==> config.mk <==
export PLATFORM = sky130hd
export DESIGN_NAME = tensor_core_instruction_sequencer
export DESIGN_NICKNAME = d
export VERILOG_FILES = /design/src/rtl/tensor_core_instruction_sequencer.sv
export SDC_FILE = /design/constraint.sdc
export NUM_CORES = 2
export LEC_CHECK = 0
export ABC_AREA = 1
export BUFFER_PORTS_ARGS = -buffer_cell sky130_fd_sc_hd__buf_2
export CAP_MARGIN = 20
export CORE_AREA = 4 4 650 652
export CTS_CLUSTER_SIZE = 25
export DETAILED_ROUTE_END_ITERATION = 16
export DIE_AREA = 0 0 654 656
export PLACE_DENSITY = 0.5
export SETUP_SLACK_MARGIN = 0.05
export SLEW_MARGIN = 20
export SYNTH_ARGS = -nofsm -noshare
export SYNTH_HDL_FRONTEND = slang
export SYNTH_SLANG_ARGS = --single-unit
export TNS_END_PERCENT = 30
==> constraint.sdc <==
create_clock -name clock_in -period 2.8 [get_ports clock_in]
set_clock_uncertainty 0.05 [all_clocks]
set_input_delay 0.56 -clock clock_in [delete_from_list [all_inputs] [get_ports clock_in]]
set_output_delay 0.56 -clock clock_in [all_outputs]
set_load 0.02 [all_outputs]
==> src/rtl/tensor_core_instruction_sequencer.sv <==
// Instruction sequencer for a tensor core: holds a small program memory,
// streams its words to the core controller with a valid/ready handshake,
// supports repeated passes, early halt on a reserved word, and abort.
module tensor_core_instruction_sequencer #(
  parameter int INSTR_WIDTH = 16,
  parameter int DEPTH = 256,
  parameter int LOOP_WIDTH = 8,
  parameter logic [INSTR_WIDTH-1:0] HALT_INSTRUCTION = {INSTR_WIDTH{1'b1}},
  localparam int AW = $clog2(DEPTH)
) (
  input  logic                   clock_in,
  input  logic                   power_on_reset_signal_n,
  input  logic                   load_enable,
  input  logic [AW-1:0]          load_address,
  input  logic [INSTR_WIDTH-1:0] load_data,
  input  logic                   start,
  input  logic [AW:0]            program_length,
  input  logic [LOOP_WIDTH-1:0]  loop_count,
  input  logic                   abort,
  output logic [INSTR_WIDTH-1:0] current_instruction,
  output logic                   instruction_valid,
  input  logic                   instruction_ready,
  output logic [AW-1:0]          program_counter,
  output logic                   busy,
  output logic                   done
);

  typedef enum logic [1:0] {IDLE, FETCH, ISSUE, DONE} state_t;

  localparam logic [AW:0]           IDX_ONE  = (AW+1)'(1);
  localparam logic [LOOP_WIDTH-1:0] LOOP_ONE = LOOP_WIDTH'(1);

  state_t                 state, next_state;
  logic [INSTR_WIDTH-1:0] mem [DEPTH];
  logic [INSTR_WIDTH-1:0] word_p1;
  // idx is one bit wider than the address so lengths above DEPTH still
  // terminate correctly while the visible pc wraps modulo DEPTH.
  logic [AW:0]            idx;
  logic [AW:0]            length_r;
  logic [LOOP_WIDTH-1:0]  passes;
  logic                   is_halt;
  logic                   last;
  logic                   handshake;

  assign is_halt   = (word_p1 == HALT_INSTRUCTION);
  assign last      = (idx == (length_r - IDX_ONE));
  assign handshake = (state == ISSUE) && !is_halt && instruction_ready && !abort;

  assign program_counter     = idx[AW-1:0];
  assign instruction_valid   = (state == ISSUE) && !is_halt;
  assign current_instruction = instruction_valid ? word_p1 : '0;
  assign busy                = (state == FETCH) || (state == ISSUE);
  assign done                = (state == DONE) && !abort;

  // Next-state decode; abort outranks both halt and handshake.
  always_comb begin
    next_state = state;
    case (state)
      IDLE: begin
        if (start) next_state = (program_length != '0) ? FETCH : DONE;
      end
      FETCH: begin
        next_state = abort ? IDLE : ISSUE;
      end
      ISSUE: begin
        if (abort)                          next_state = IDLE;
        else if (is_halt)                   next_state = DONE;
        else if (instruction_ready)
          next_state = (last && passes == '0) ? DONE : FETCH;
      end
      DONE: begin
        next_state = IDLE;
      end
      default: next_state = IDLE;
    endcase
  end

  // Control state: FSM register, instruction index and pass counter.
  always_ff @(posedge clock_in) begin
    if (!power_on_reset_signal_n) begin
      state    <= IDLE;
      idx      <= '0;
      length_r <= '0;
      passes   <= '0;
    end else begin
      state <= next_state;
      if (state == IDLE && start && program_length != '0) begin
        idx      <= '0;
        length_r <= program_length;
        passes   <= loop_count;
      end else if (handshake) begin
        if (last) begin
          idx <= '0;
          if (passes != '0) passes <= passes - LOOP_ONE;
        end else begin
          idx <= idx + IDX_ONE;
        end
      end
    end
  end

  // Program memory write port (IDLE only) and registered fetch read.
  always_ff @(posedge clock_in) begin
    if (power_on_reset_signal_n && state == IDLE && load_enable)
      mem[load_address] <= load_data;
    if (state == FETCH)
      word_p1 <= mem[idx[AW-1:0]];
  end

endmodule
After elaboration in Yosys (flattened, before gate mapping)
Memory sizes are Yosys's and may differ from the RTL's. A register that Yosys moved wholly into a read port is not among the register bits.
Cells that the tools add are included.
- flip-flop bits (word level): 28
- bits in writable memories: 4096
- bits of input ports: 47
- output and inout bits: 27
- word-level logic and storage cells: 54
- memories: 1
- add/subtract/negate cells: 3
- equality and inequality tests: 7
- muxes and demuxes: 16
- bitwise logic cells: 1
- reduce and logical (&&, ||, !) cells: 22
- memories (memory ; depth ; width ; rd ports ; clocked after Yosys merged registers in ; wr ports ; line ; text):
    mem ; 256 ; 16 ; 1 ; 1 ; 1 ; 34 ; logic [INSTR_WIDTH-1:0] mem [DEPTH];
- operator list (cell ; number):
    8-bit two-way mux ; 4
    16-bit equality test (second input constant) ; 1
    16-bit two-way mux ; 1
    2-bit two-way mux ; 7
    9-bit by 1-bit adder with 9-bit output (second input constant) ; 1
    9-bit equality test ; 1
    1-bit logical AND ; 9
    9-bit two-way mux ; 1
    9-bit nonzero test ; 1
    9-bit by 1-bit subtractor with 9-bit output (second input constant) ; 1
    8-bit logical NOT ; 1
    2-bit one-hot mux with 4 select lines ; 1
    8-bit nonzero test ; 1
    8-bit by 1-bit subtractor with 8-bit output (second input constant) ; 1
    2-bit nonzero test ; 3
    2-bit equality test (second input constant) ; 2
    4-bit != test (second input constant) ; 1
    3-bit AND reduction ; 1
    2-bit by 1-bit equality test with 1-bit output (second input constant) ; 1
    1-bit logical NOT ; 2
    2-bit logical NOT ; 1
    1-bit two-way mux ; 2
    2-bit != test (second input constant) ; 1
    2-bit AND reduction ; 1
    3 further kinds ; 3

Depth between registers and ports, before layout
- depth in word-level cells: 8
- gate-level depth with buffers: 20
- depth with buffers taken out: 16

Worst setup path before layout
No wires, ideal clock.
- kind: flip-flop to flip-flop
- start: reg state[0]
- end: mem mem[100][0], enable pin
- setup time: 0.388 ns
- arrival: 2.130 ns
- required time: 2.362 ns
- path slack: 0.232 ns
- stages on the path, launching flop included: 8
- path buffers: 1
- period minus slack after synthesis: 2.568 ns
- cell sequence: dfxtp_1 -> inv_1 -> ha_1 -> nand3_1 -> nor3_1 -> nand2_1 -> clkbuf_1 -> nor2_1
- longest elaborated chain between the ends: 5
- ends and longest elaborated chain (item ; line ; text):
    start: declaration ; 33 ; state_t state, next_state;
    start signal: assignment ; 86 ; state <= next_state;
    2-bit logical NOT ; 104 ; if (power_on_reset_signal_n && state == IDLE && load_enable)
    1-bit logical AND (2 in a row) ; 104 ;
    1-bit two-way mux ; 104 ;
    1-bit two-way mux (implied by the code) ; 105 ; mem[load_address] <= load_data;
    end: declaration ; 34 ;
No other way between the ends.

Worst setup path after layout
- start: reg word_p1[13], read port of mem
- end: out current_instruction[8]
- longest elaborated chain between the ends: 4
- ends and longest elaborated chain (item ; line ; text):
    start: declaration ; 35 ; logic [INSTR_WIDTH-1:0] word_p1;
    16-bit equality test ; 45 ; assign is_halt = (word_p1 == HALT_INSTRUCTION);
    1-bit logical NOT ; 50 ; assign instruction_valid = (state == ISSUE) && !is_halt;
    1-bit logical AND ; 50 ;
    16-bit two-way mux ; 51 ; assign current_instruction = instruction_valid ? word_p1 : '0;
    end: declaration ; 20 ; output logic [INSTR_WIDTH-1:0] current_instruction,
No other way between the ends.

==> flow_metrics.py <==
metrics = {
    "critical_path": {
        "startpoint": "word_p1[13]",
        "r2r_start": "idx[0]",
        "start_kind": "register",
        "path_class": "register to primary output",
        "worst_ep_arrival_time_ns": 2.65,
        "required_ns": 2.19,
        "crit_fanout": 5,
        "worst_setup_path_end_kind": "primary output",
        "worstPathCellList": "nand4_1 -> buf_6 -> nor2_4 -> nand2_2 -> nand2_2 -> buf_12 -> buf_4 -> nor2_4 -> buf_6",
        "cp_slowest_cell": "edfxtp_1",
        "max_stage_delay_ns": 0.49,
    },
    "hold_path": {
        "hold_class": "input port to register",
        "min_from": "load_data[10]",
    },
    "die": {
        "core_area_um2": 416000,
        "die_width_um": 654,
        "rows": 237,
        "ios": 74,
        "initial_core_util_pct": 40.0,
        "dieArea_um2": 429000,
        "die_h_um": 656,
    },
    "sta": {
        "rsz0062_at_grt": "yes",
        "hold_viol_final": 0,
        "fmax_mhz": 307,
        "drv_slew": 0,
        "setup_viol": 28,
        "tns_ns": -7.92,
        "fin_crit_sh_pct": 116,
        "worst_pin_slew_ns": 0.857,
        "max_slew_margin_pct": 42.7,
        "min_period_ns": 3.26,
        "timing.final.ws_setup_ns": -0.460,
        "timing.hold.ws_ns": 0.0703,
    },
    "cells_and_area": {
        "area_growth_pct": 24.6,
        "most-common-layout-cells": "4112 x edfxtp_1, 3125 x nor2_1, 1644 x o21ai_0",
        "drive_gt1_share_pct": 19.5,
        "final_common_cell": "edfxtp_1",
        "nets": 14596,
        "instances_no_fill": 20399,
        "utilization_pct": 49.8,
        "fill_cells": 35824,
    },
    "yosys": {
        "netlist_instances": 13354,
        "synth_mux_area_share_pct": 0,
        "synth-compound-area-share_pct": 10.2,
        "syn_nets": 13409,
        "ys_types": 38,
        "syn_area_um2": 166000,
        "ys_ff_latch": 4140,
        "synth_top_family_by_area": "simple AND/OR/NAND/NOR gates",
        "avgSynthCellArea_um2": 12.5,
        "yosys.area_share.simple_pct": 11.9,
        "synth-adder-area-share_pct": 0.0602,
        "seq_area_frac_synth_pct": 74.6,
        "yosysWarningCount": 0,
        "synth_xor_area_share_pct": 0.0579,
    },
    "global_routing": {
        "grt_max_degree": 101,
        "gr-usage-all-layers_pct": 25.3,
        "grt_pass1_wl_mm": 792,
        "grt_antenna_before_repair": 32,
        "grt_pass1_vias": 107799,
        "grt-ovfl-total": 0,
    },
    "place": {
        "placed_cells": 19308,
        "port_buffers": 73,
        "hpwl_mm": 349,
        "place.gp.congestion": 0.905,
    },
    "routing": {
        "drc": 0,
        "first_iter_violations": 12904,
        "dr.pass1.iters": 6,
        "ant_nets": 0,
        "num_vias": 114121,
        "viasPerCell": 5.59,
        "wirelength_mm": 573,
        "wl_per_cell_um": 28.1,
    },
    "clock_tree": {
        "clk_pin_slew_ns": 0.06,
        "cts_max_level": 5,
        "clk_latency_ns": 1.02,
        "cts_buffer_depth": 4,
        "root_buffer": "clkbuf_16",
        "cts_tree": "done",
        "numCtsBuffers": 439,
        "cts_sinks": 4140,
    },
    "pwr": {
        "internal_power_mw": 105,
        "p_sw_mw": 32.6,
        "combinationalPowerShare_pct": 9.3,
        "leakage_nw": 71.1,
        "pwr-share-clk_pct": 40.9,
        "power_density_nw_per_um2": 663,
        "pwr-share-seq_pct": 49.8,
        "swShare_pct": 23.7,
        "irDropWorstVdd_mv": 0.569,
    },
    "outcome": {
        "status": "finished, violations left",
        "violations": "negative setup slack",
    },
    "run": {
        "maxCapViolCount": 0,
    },
}
sequential cells by signal, indices dropped and copies added (netlist names):
| register | cells |
|---|---|
| length_r | 9 |
| mem | 4096 |
| passes | 8 |
| idx | 9 |
| state | 2 |
| word_p1 | 16 |
worst max-delay path, delay by kind of cell (launching register included):
family                 cells  cell delay (ns)
buffers and inverters      4             0.59
AND/OR/NAND/NOR            5             0.54
flip-flops                 1             0.49
cell families (layout without fill, tap and decap cells):
| group | count (synthesis) | in the layout |
|---|---|---|
| buffers and inverters | 1098 | 2639 |
| AND/OR/NAND/NOR | 5024 | 5024 |
| XOR/XNOR | 11 | 11 |
| AO/OA/AOI/OAI | 3073 | 3073 |
| adder cells (fa/ha/maj) | 8 | 8 |
| other | 0 | 7 |
| flip-flops | 4140 | 4140 |
Yosys cell counts:
library cell	n	area, um^2
buf_6	77	867
o21ai_1	264	1320
clkbuf_1	425	1600
buf_4	111	833
or2_1	6	37.5
nand2_2	1	6.26
nand3_1	618	3090
or3_1	1	6.26
o22ai_1	213	1330
buf_1	79	297
o21ai_0	1893	9470
dfxtp_1	28	561
buf_8	4	60.1
nor3_1	11	55.1
buf_2	215	1080
nor3_2	1	10.0
a211oi_1	2	15.0
nor2_2	1	6.26
o211ai_1	485	3640
ha_1	8	100
o221ai_1	5	43.8
nand3b_1	9	67.6
nand4_1	13	81.3
xor2_1	4	35.0
clkinv_1	3	11.3
inv_2	4	15.0
or2_2	18	113
o21ai_2	1	8.76
nor4_1	2	12.5
nand2_1	1086	4080
buf_12	1	20.0
xnor2_1	7	61.3
a31oi_1	12	75.1
nor2_1	3256	12200
a21oi_1	198	991
inv_1	179	672
nor3b_1	1	7.51
edfxtp_1	4112	123000
area by class of cell:
cell class / count / area (um^2) / share of cell area, %
timing repair buffer: 1658 / 21800 / 10.5
tap: 5497 / 6880 / 3.32
sequential: 4140 / 124000 / 59.8
clock inverter: 263 / 2370 / 1.14
inverter: 186 / 786 / 0.379
antenna: 7 / 17.5 / 0.00845
clock buffer: 532 / 11400 / 5.49
multi-input combinational: 8116 / 40000 / 19.3
worst paths after layout:
path | slack [ns] | cells past startpoint | end
worst max register to register | -0.17 | 17 | word_p1[7]
worst min register to register | 0.44 | 2 | length_r[7]
worst max-delay path | -0.46 | 9 | current_instruction[8]
worst min-delay path | 0.07 | 1 | mem[240][10]
metal layers:
layer	vias to the layer above	track usage, %	wire length [um]
met5	-	0	0
met4	0	9.22	22100
met3	844	3.30	44300
met2	4621	40.3	268000
met1	57906	35.6	238000
li1	50750	-	-
what timing repair did:
item | 4_1_cts | 5_1_grt
endpoints found under the setup margin | 72 | 725
hold endpoints to repair | 222 | 0
hold buffers | 34 | 0
buffers inserted | 54 | 132
gates cloned | 23 | 68
gates resized for setup | 275 | 1120
pin swaps | 39 | 343
metrics by stage:
step	setup slack [ns]	power, mW	instance area (um^2)
2_1_floorplan	0.232	74.8	166000
5_1_grt	-0.546	142	207000
6_report	-0.460	138	207000
3_5_place_dp	-0.423	80.3	185000
3_3_place_gp	-0.425	80.2	185000
4_1_cts	-0.560	137	201000
power groups by stage:
stage          clock, mW  sequential [mW]  combinational (mW)
3_3_place_gp           0             69.8                10.4
3_5_place_dp           0             69.8                10.5
4_1_cts             57.2             68.5                11.3
6_report            56.3             68.5                12.7
5_1_grt             59.9             68.5                13.6
2_1_floorplan          0             69.8                5.06
(Power assumes the default switching activity.)
